==> src/rtl/cntr_updn_mod.sv <==
// Parametrised N-bit up/down modulo counter with enable, load, clear, run-time
// modulus and registered terminal-count pulse. Optional saturation via CNTR_SAT_EN.
module cntr_updn_mod #(
  parameter int             N       = 8,
  parameter logic [N-1:0]   RST_VAL = {N{1'b0}}
) (
  input  logic         clk,
  input  logic         reset,
`ifdef CNTR_SAT_EN
  input  logic         sat,
`endif
  input  logic         en,
  input  logic         up_dn,
  input  logic         clr,
  input  logic         load,
  input  logic [N-1:0] load_val,
  input  logic [N-1:0] max_val,
  output logic [N-1:0] cntr_out,
  output logic         tc
);

  localparam logic [N-1:0] ZERO = {N{1'b0}};
  localparam logic [N-1:0] ONE  = {{(N-1){1'b0}}, 1'b1};

  logic [N-1:0] cnt_q;
  logic [N-1:0] cnt_d;
  logic         tc_q;
  logic         tc_d;
  logic         sat_s;
  logic         at_top_s;
  logic         at_bot_s;

`ifdef CNTR_SAT_EN
  assign sat_s = sat;
`else
  assign sat_s = 1'b0;
`endif

  // An out-of-range value (above max_val) is treated as a limit in both directions.
  assign at_top_s = (cnt_q >= max_val);
  assign at_bot_s = (cnt_q == ZERO) || (cnt_q > max_val);

  // Next-state selection: clr > load > en > hold.
  always_comb begin
    cnt_d = cnt_q;
    tc_d  = 1'b0;
    if (clr) begin
      cnt_d = ZERO;
    end else if (load) begin
      cnt_d = load_val;
    end else if (en) begin
      if (up_dn) begin
        if (at_top_s) begin
          cnt_d = sat_s ? max_val : ZERO;
          tc_d  = 1'b1;
        end else begin
          cnt_d = cnt_q + ONE;
        end
      end else begin
        if (at_bot_s) begin
          cnt_d = (sat_s && (cnt_q == ZERO)) ? ZERO : max_val;
          tc_d  = 1'b1;
        end else begin
          cnt_d = cnt_q - ONE;
        end
      end
    end else begin
      cnt_d = cnt_q;
    end
  end

  // Count and terminal-count registers.
  always_ff @(posedge clk or negedge reset) begin
    if (!reset) begin
      cnt_q <= RST_VAL;
      tc_q  <= 1'b0;
    end else begin
      cnt_q <= cnt_d;
      tc_q  <= tc_d;
    end
  end

  assign cntr_out = cnt_q;
  assign tc       = tc_q;

endmodule

==> config.mk <==
export PLATFORM = sky130hd
export DESIGN_NAME = cntr_updn_mod
export DESIGN_NICKNAME = d
export VERILOG_FILES = /design/src/rtl/cntr_updn_mod.sv
export SDC_FILE = /design/constraint.sdc
export NUM_CORES = 1
export LEC_CHECK = 0
export CAP_MARGIN = 0
export CORE_MARGIN = 2
export CORE_UTILIZATION = 50
export CTS_BUF_LIST = sky130_fd_sc_hd__clkbuf_4 sky130_fd_sc_hd__clkbuf_8
export DETAILED_ROUTE_END_ITERATION = 10
export PLACE_DENSITY = 0.78
export SLEW_MARGIN = 10
export SYNTH_ARGS = -nofsm -noshare
export SYNTH_HDL_FRONTEND = slang
export SYNTH_SLANG_ARGS = --single-unit
export TNS_END_PERCENT = 10
==> constraint.sdc <==
create_clock -name clk -period 2.9 [get_ports clk]
set_clock_uncertainty 0.15 [all_clocks]
set_input_delay 0.58 -clock clk [delete_from_list [all_inputs] [get_ports clk]]
set_output_delay 0.58 -clock clk [all_outputs]
set_load 0.01 [all_outputs]
==> summary.txt, run 1 <==
Run status
  • Outcome: complete, no violations

STA
  • Final worst slack: 0.000267 ns
  • Hold Slack: 0.489 ns
  • Rel. slew slack: 0.391
  • Count of pins over their slew limit: 0
  • Final Critical Period: 2.90 ns
  • TNS Setup: 0 ns
  • Crit share post-route: 1.00
  • Final hold violation count: 0
  • Slew @ Worst Pin: 0.907 ns
  • Max Freq: 345 MHz
  • Final setup fails: 0

Pwr
  • Cell Pwr Density: 417 nW/µm²
  • LEAKAGE: 0.776 nW
  • Peak VDD IR: 0.000229 V
  • Tot Pwr: 0.686 mW

Die
  • Rows: 17
  • Die H: 52.8 µm
  • Total die area: 2790 µm²
  • Core area: 2230 µm²
  • Initial Util: 0.533
  • Die width: 52.8 µm
  • I/O pin total: 31

CTS
  • Worst-path clk slew: 0.07 ns
  • TritonCTS clock tree: yes
  • Clk_lat worst skew: 0.26 ns
  • Num Clock Sinks: 9
  • Total CTS buffers: 3
  • H-tree lvl count: 1
  • Root Driver: clkbuf_4
  • Max Buffers Root-to-Sink: 2

GRT
  • Largest net degree at the start of global routing: 23
  • Vias in the first global route: 1207
  • Grt ovf: 0
  • Global-route wire length before repair: 5390 µm
  • Gr usage total: 0.267
  • Initial antenna violation count: 0

Setup path
  • CP peak stage delay: 0.50 ns
  • Critical path, cell by cell: clkdlybuf4s50_1 -> inv_1 -> ha_1 -> nand4_1 -> nor2_2 -> nor2_1 -> nor3_4 -> buf_4 -> mux2i_1 -> o22ai_1
  • Critical-path top delay cell: clkdlybuf4s50_1
  • Crit path max fanout: 8
  • Kind of critical path: in2reg
  • Crit path buffers/inverters: 3
  • Crit path DAT: 2.89 ns
  • Startpoint Class: input pin
  • CP top delay family: simple AND/OR/NAND/NOR gates
  • Req. time, crit path: 2.89 ns
  • CP Capture Type: flop

Routing
  • DR vias: 1267
  • WL/cell: 15.5 µm
  • Total Wirelength: 3420 µm
  • Via density per instance: 5.73
  • Post-route ant nets: 0
  • Violation count after the first detailed-route iteration: 31
  • DR pass1 iterations: 4
  • DRC Markers: 0

Flow run
  • MaxCap Viol Count: 0

Synth
  • Post-synth top cells: inv_1 (14), nor2_1 (13), ha_1 (11), nand2_1 (10), nor3_1 (10)
  • Cell variety after synth: 40
  • Synthesis warning total: 0
  • Synth Cell Area: 1190 µm²
  • Mapped Cells: 151
  • Ys flop type: dfrtp_1
  • Async SR Flop Fraction: 1.00
  • Register area share after synthesis: 0.189
  • EDFF count, synth: 0
  • Synthesized Nets: 184
  • Area leader, netlist: dfrtp_1
  • Total of flip-flops plus latches after synthesis: 9
  • Top-count cell post-synth: inv_1
  • Mapped Avg Cell Area: 7.88 µm²
  • Main area contributors after synthesis: dfrtp_1 (19%), ha_1 (12%), mux2i_1 (5.9%), xnor2_1 (5.2%), inv_1 (4.4%)
  • Synth top area share: 0.189

Place
  • PortBufs: 30
  • DP Worst Slack: -0.232 ns
  • DP Area: 1570 µm²
  • Gpl congestion: 0.853
  • Dpl cells: 212
  • Post-DP HPWL: 2570 µm

Finish
  • Non-filler cells, final: 221
  • Layout cells sized above 1: 0.181
  • Post-route cell area: 1650 µm²
  • FILL cells: 190
  • Register area: 225 µm²
  • Area grow syn2layout: 38.3%
  • Nets: 227
  • Antenna diode count: 0
  • Fin util: 0.737
  • Area of the multi-input gates: 860 µm²

Worst hold path
  • Hold crit path type: in2async
[routing by layer]
metal	global-route usage	wire length (µm)	vias to the layer above
li1	-	-	628
met1	0.365	1540	596
met2	0.440	1680	39
met3	0.0314	176	4
met4	0.0726	30	0
met5	0	0	-
[final timing paths]
check                                  from          end  slack [ns]  cells after the start
worst max-delay path             max_val[7]  cntr_out[6]      0.0003                     10
worst min-delay path                  reset           tc        0.49                      1
worst max register to register  cntr_out[5]  cntr_out[6]        0.28                      8
worst min register to register  cntr_out[1]  cntr_out[1]        0.66                      1
max in group asynchronous             reset  cntr_out[6]        1.79                      1
min in group clk                 max_val[1]  cntr_out[1]        0.64                      4
[final cells by class]
type,count,area share
well taps,28,0.0213
flip-flops and latches,9,0.137
clock buffers,4,0.0183
multi-input cells,117,0.522
repair buffers,48,0.266
inverters,15,0.0350
[cells in the final DEF (no fill, tap or decap), drive strengths merged, types with 5 or more instances in the layout]
cell / netlist / final
a21oi: 9 / 9
a221oi: 5 / 5
buf: 4 / 18
clkdlybuf4s50: 0 / 29
dfrtp: 9 / 9
ha: 11 / 11
inv: 14 / 14
mux2i: 7 / 7
nand2: 10 / 10
nand3: 5 / 5
nor2: 13 / 13
nor3: 11 / 11
or2: 5 / 5
xnor2: 7 / 7
[registers in the layout, summed over array words and instances, names as in the netlist]
register	flops
cntr_out	8
tc	1
[what timing repair did]
| item | CTS | global route |
|---|---|---|
| setup buffers | 0 | 5 |
| hold buffers | 0 | 0 |
| endpoints found under the setup margin | 0 | 5 |
| resized for setup | 0 | 4 |
[cell families (layout without fill, tap and decap cells)]
| logic type | count (synthesis) | after routing | share of synthesized area |
|---|---|---|---|
| simple gates | 54 | 54 | 0.252 |
| compound gates | 35 | 35 | 0.213 |
| buf+inv | 25 | 67 | 0.0967 |
| fa+ha+maj | 11 | 11 | 0.116 |
| xor+xnor | 10 | 10 | 0.0736 |
| flops | 9 | 9 | 0.189 |
| mux | 7 | 7 | 0.0589 |
[power breakdown]
group	switching, mW	internal, mW	total [mW]
Sequential	0.0279	0.140	0.168
Clock	0.0505	0.0625	0.113
Combinational	0.194	0.211	0.406
(Power assumes the default switching activity.)
==> run 2, diff against run 1 <==
Settings changed: ABC_CLOCK_PERIOD_IN_PS from default to 2900, CTS_CLUSTER_SIZE from default to 24.
==> results of run 2 <==
No change in the layout: final DEF, timing and power equal those of run 1.
